$ cat src/rtl/axis_downsizer_scheduler.sv
// axis_downsizer_scheduler: round-robin burst scheduler sharing one axis_downsizer between wide sources
module axis_downsizer_scheduler #(
  parameter int NUM_PORTS        = 4,
  parameter int AXIS_TDATA_WIDTH = 128,
  parameter int OUTS_WIDTH       = 12
) (
  input  logic                                  aclk,
  input  logic                                  areset,
  input  logic [NUM_PORTS*16-1:0]               cfg_burst,
  input  logic [NUM_PORTS*8-1:0]                cfg_words,
  input  logic [NUM_PORTS*AXIS_TDATA_WIDTH-1:0] s_axis_tdata,
  input  logic [NUM_PORTS-1:0]                  s_axis_tvalid,
  output logic [NUM_PORTS-1:0]                  s_axis_tready,
  output logic [AXIS_TDATA_WIDTH-1:0]           m_axis_tdata,
  output logic                                  m_axis_tvalid,
  input  logic                                  m_axis_tready,
  output logic [$clog2(NUM_PORTS)-1:0]          m_axis_tid,
  output logic [15:0]                           ds_cfg_data,
  input  logic                                  ds_tvalid,
  input  logic                                  ds_tready,
  output logic                                  sts_busy
);
  localparam int IW = $clog2(NUM_PORTS);
  typedef enum logic [1:0] {IDLE, RUN, DRAIN} state_t;
  state_t state_q, state_d;
  logic [IW-1:0] grant_q, grant_d, last_q, last_d, pick, pick_hi, pick_lo;
  logic [7:0] cfg_q, cfg_d;
  logic [15:0] burst_q, burst_d, burst_sel;
  logic [OUTS_WIDTH-1:0] outs_q, outs_d, outs_add;
  logic found, found_hi, run, acc, dec;
  assign run           = state_q == RUN;
  assign m_axis_tvalid = run & s_axis_tvalid[grant_q];
  assign m_axis_tdata  = run ? s_axis_tdata[grant_q*AXIS_TDATA_WIDTH +: AXIS_TDATA_WIDTH] : '0;
  assign s_axis_tready = (run && m_axis_tready) ? NUM_PORTS'(1) << grant_q : '0;
  assign m_axis_tid    = grant_q;
  assign ds_cfg_data   = {8'h00, cfg_q};
  assign sts_busy      = state_q != IDLE;
  assign acc           = m_axis_tvalid & m_axis_tready;
  assign dec           = ds_tvalid & ds_tready;
  always_comb begin
    found    = 1'b0;
    found_hi = 1'b0;
    pick_lo  = '0;
    pick_hi  = '0;
    for (int p = NUM_PORTS - 1; p >= 0; p--) begin
      if (s_axis_tvalid[p]) begin
        found   = 1'b1;
        pick_lo = IW'(p);
      end
      if (s_axis_tvalid[p] && p > int'(last_q)) begin
        found_hi = 1'b1;
        pick_hi  = IW'(p);
      end
    end
    pick      = found_hi ? pick_hi : pick_lo;
    burst_sel = cfg_burst[16*pick +: 16];
  end
  always_comb begin
    outs_add = acc ? OUTS_WIDTH'(cfg_q) + OUTS_WIDTH'(1) : '0;
    outs_d   = outs_q + outs_add - OUTS_WIDTH'(dec && (acc || outs_q != '0));
    state_d  = state_q;
    grant_d  = grant_q;
    last_d   = last_q;
    cfg_d    = cfg_q;
    burst_d  = burst_q;
    if (state_q == IDLE && found) begin
      state_d = RUN;
      grant_d = pick;
      last_d  = pick;
      cfg_d   = cfg_words[8*pick +: 8];
      burst_d = burst_sel == 16'd0 ? 16'd1 : burst_sel;
    end
    if (run && acc) begin
      burst_d = burst_q - 16'd1;
      state_d = burst_q == 16'd1 ? DRAIN : RUN;
    end
    if (state_q == DRAIN && outs_q == '0)
      state_d = IDLE;
  end
  always_ff @(posedge aclk) begin
    if (areset) begin
      state_q <= IDLE;
      grant_q <= '0;
      last_q  <= IW'(NUM_PORTS - 1);
      cfg_q   <= '0;
      burst_q <= '0;
      outs_q  <= '0;
    end else begin
      state_q <= state_d;
      grant_q <= grant_d;
      last_q  <= last_d;
      cfg_q   <= cfg_d;
      burst_q <= burst_d;
      outs_q  <= outs_d;
    end
  end
endmodule

$ cat config.mk
export PLATFORM = sky130hd
export DESIGN_NAME = axis_downsizer_scheduler
export DESIGN_NICKNAME = d
export VERILOG_FILES = /design/src/rtl/axis_downsizer_scheduler.sv
export SDC_FILE = /design/constraint.sdc
export NUM_CORES = 1
export LEC_CHECK = 0
export ABC_AREA = 1
export BUFFER_PORTS_ARGS = -buffer_cell sky130_fd_sc_hd__buf_2
export CELL_PAD_IN_SITES_DETAIL_PLACEMENT = 1
export CELL_PAD_IN_SITES_GLOBAL_PLACEMENT = 2
export CORE_AREA = 10 10 293 295
export CTS_CLUSTER_SIZE = 8
export DETAILED_ROUTE_END_ITERATION = 7
export DIE_AREA = 0 0 303 305
export PLACE_DENSITY_LB_ADDON = 0.1
export SLEW_MARGIN = 25
export SYNTH_ARGS = -nofsm -noshare
export SYNTH_HDL_FRONTEND = slang
export SYNTH_SLANG_ARGS = --single-unit
$ cat constraint.sdc
create_clock -name aclk -period 4.1 [get_ports aclk]
set_clock_uncertainty 0.05 [all_clocks]
set_input_delay 0.615 -clock aclk [delete_from_list [all_inputs] [get_ports aclk]]
set_output_delay 0.615 -clock aclk [all_outputs]
set_load 0.01 [all_outputs]
==> parameters.txt <==
Parameter                              Value

Cells and area
  Layout overhead on the synthesized area ... 69.1%
  Total Nets Final ... 2596
  Number of fill cells in the layout ... ~10000
  Area of all placed cells without fillers ... roughly 13000 um^2
  Fraction of final layout cells sized beyond drive strength 1 ... 0.419
  Non-filler cells in the finished layout ... between 3000 and 4000

Synth
  Proportion of register bits with asynchronous set or reset after synthesis ... 0
  Portion of synthesized cell area occupied by the leading cell type ... 0.220
  Library cell occupying the most area in the post-synthesis netlist ... sky130_fd_sc_hd__nand3_1
  Netlist cell types ... just over 40
  Syn_area_per_cell ... 5.79 um^2
  Ranking of synthesized cells by area ... sky130_fd_sc_hd__nand3_1 (22%), sky130_fd_sc_hd__a22oi_1 (13%), sky130_fd_sc_hd__a31oi_1 (12%)
  Number of warnings issued by yosys ... 0
  EDFF count, synth ... 0
  Number of storage elements in the synthesis netlist ... 42
  Top FF cell, synth ... sky130_fd_sc_hd__dfxtp_1
  Post-Syn Instances ... about 1300
  Mapped cell area ... between 7000 and 8000 um^2
  Share of synthesized area occupied by flip-flops and latches ... 0.113

Clocking
  Inserted Clock Buffers ... 5
  Source-to-sink clock delay at the later pin of the worst-skew pair ... approximately 0.30 ns
  Post-CTS setup buffer count ... 0
  Hold buffer count at CTS ... 0
  CTS tree ... built
  Maximum buffer depth of the clock tree ... 2
  CTS sink cnt ... 42
  CTS clock-pin slew for the worst setup and hold paths ... roughly 0.07 ns
  Number of resized instances in the post-cts repair step ... 0
  Clock root cell ... sky130_fd_sc_hd__clkbuf_16
  H-tree Lvls ... 2

Power
  Power density relative to cell area ... between 300 and 400 nW/um^2
  Portion of total power attributed to combinational logic ... 0.740
  Relative contribution of sequential cells to total power ... 0.147
  Leakage Power ... 0.00596 uW
  VDD IR max ... about 170 uV
  Clock network fraction of design power ... 0.113
  Total power consumption of the routed design ... approximately 3900 uW
  Internal power ... between 1500 and 2000 uW
  Switching power total ... around 2100 uW
  Sw frac ... 0.552

Timing
  Number of max-slew violations in the final report ... 0
  F_max ... between 200 and 300 MHz
  Number of setup violations in the final report ... 0
  Summed negative setup slack over all endpoints ... 0 ns
  Worst-case headroom to the max-slew limit ... 0.313
  Share of the cycle needed by the critical path after routing ... 0.878
  Actual slew at the worst max-slew pin ... slightly above 1 ns
  Min cycle time layout ... roughly 3.6 ns
  Unrepaired setup endpoints after global routing ... no
  Tightest hold margin ... between 0.4 and 0.5 ns
  Final Hold Violating Endpoints ... 0

Status
  Run status ... finished clean

Floorplan
  Number of cell rows ... ~100
  Area of the core ... between 70000 and 80000 um^2
  Chip width ... ~300 um
  Initial Util ... 0.0929
  Vertical extent of the die ... about 310 um
  Number of placed I/O pins ... around 770
  Full die area ... around 92000 um^2

Global routing
  First-pass GRT wire length ... 127000 um
  Antenna violations before repair ... 140
  Number of global-route vias before repair ... 14000
  Global route total overflow ... 0
  Global Route Usage Sum ... 0.199
  Pin count of the biggest net entering global routing ... between 150 and 200

Run
  Number of max-capacitance violations reported ... 0

Detailed routing
  Antenna-violating nets left ... 0
  Number of search-and-repair iterations in the first detailed-routing pass ... 5
  Initial drt markers ... approximately 860
  Drc violations ... 0
  Drt via density ... approximately 4.3
  Vias after detailed routing ... 13300
  Per-cell routed wire length ... 31.6 um
  Total Wirelength ... between 90000 and 100000 um

Critical path
  Category of the most critical setup path ... reg -> out
  Arrival time worst endpoint ... around 2.9 ns
  Critical path startpoint category ... register
  CP Capture Type ... output pin
  WP data required ... between 3 and 4 ns
  Maximum fanout count along the critical path ... just over 60

Placement
  Area of placed instances ... approximately 12000 um^2
  Placer Congestion ... roughly 1.0
  Detailed placement HPWL ... between 80000 and 90000 um
  Port bufs ... 760
  # placed instances ... around 3000

Hold path
  Path category of the worst min-delay check ... reg -> reg
flip-flops by register name, summed over array words and instances, names as in the netlist:
register	count
last_q	2
state_q	2
cfg_q	8
burst_q	16
m_axis_tid	2
outs_q	12
layout by cell type (no fill, tap or decap), types with 23 or more instances in the layout:
master and n:
sky130_fd_sc_hd__a22oi_1 130, sky130_fd_sc_hd__nand2_1 124, sky130_fd_sc_hd__buf_2 760, sky130_fd_sc_hd__nor2_1 56, sky130_fd_sc_hd__o21ai_0 50, sky130_fd_sc_hd__buf_4 31
sky130_fd_sc_hd__a21oi_1 41, sky130_fd_sc_hd__nand3_1 326, sky130_fd_sc_hd__ha_1 24, sky130_fd_sc_hd__nand3b_1 23, sky130_fd_sc_hd__dfxtp_1 40, sky130_fd_sc_hd__diode_2 41
sky130_fd_sc_hd__a31oi_1 137, sky130_fd_sc_hd__inv_1 126
final cells by class:
| class | count | area [um^2] | area share |
|---|---|---|---|
| well taps | 1060 | 1330 | 0.106 |
| repair buffers | 794 | 4100 | 0.326 |
| multi-input cells | 976 | 5520 | 0.440 |
| inverters | 135 | 512 | 0.0408 |
| clock buffers | 7 | 143 | 0.0114 |
| diodes | 41 | 103 | 0.00817 |
| clock inverters | 1 | 5.00 | 0.000399 |
| flip-flops and latches | 42 | 848 | 0.0676 |
final timing paths:
kind / end / slack, ns / startpoint / depth (start not counted)
min reg2reg: burst_q[1] / 0.44 / burst_q[1] / 2
max: m_axis_tdata[24] / 0.50 / m_axis_tid[0] / 5
min: burst_q[1] / 0.44 / burst_q[1] / 2
max reg2reg: outs_q[9] / 0.60 / m_axis_tid[0] / 19
power by group through the flow:
stage	Combinational (uW)	Clock, uW	Sequential (uW)
after floorplan	1640	0	561
after global placement	2930	0	580
after detailed placement	2920	0	579
after CTS	2930	466	571
after global routing	3200	478	584
final	2860	436	568
worst max-delay path: stages, from the launching register on:
cell and delay (ns):
sky130_fd_sc_hd__dfxtp_4 0.40, sky130_fd_sc_hd__buf_4 0.51, sky130_fd_sc_hd__buf_4 0.80, sky130_fd_sc_hd__nand3_1 0.18
sky130_fd_sc_hd__a31oi_1 0.45, sky130_fd_sc_hd__buf_2 0.26
logic make-up (layout without fill, tap and decap cells):
group | Yosys count | in the layout | share of synthesized area
buffers and inverters | 271 | 937 | 0.149
other | 1 | 49 | 0.000505
XOR/XNOR | 5 | 5 | 0.00590
AND/OR/NAND/NOR | 553 | 553 | 0.354
AO/OA/AOI/OAI | 385 | 385 | 0.335
flip-flops | 42 | 42 | 0.113
adder cells (fa/ha/maj) | 25 | 25 | 0.0431
metal layers:
metal,routed length [um],GRT usage
met3,8110,0.0689
met2,49300,0.363
met1,36000,0.216
met4,2860,0.0439
met5,370,0
cells in the mapped netlist (23+ instances only):
master                     count
sky130_fd_sc_hd__ha_1         24
sky130_fd_sc_hd__a22oi_1     130
sky130_fd_sc_hd__nand3b_1     23
sky130_fd_sc_hd__dfxtp_1      42
sky130_fd_sc_hd__a31oi_1     137
sky130_fd_sc_hd__nand2_1     124
sky130_fd_sc_hd__o21ai_0      50
sky130_fd_sc_hd__inv_1       127
sky130_fd_sc_hd__nand3_1     326
sky130_fd_sc_hd__nor2_1       58
sky130_fd_sc_hd__clkbuf_1     97
sky130_fd_sc_hd__a21oi_1      41
stage by stage:
stage	worst slack (ns)	util
floorplan	0.874	-
global placement	0.251	0.154
detailed placement	0.242	0.154
CTS	0.490	0.156
global route	0.141	0.156
finish	0.498	0.157
Power figures use the tool's default switching activity.
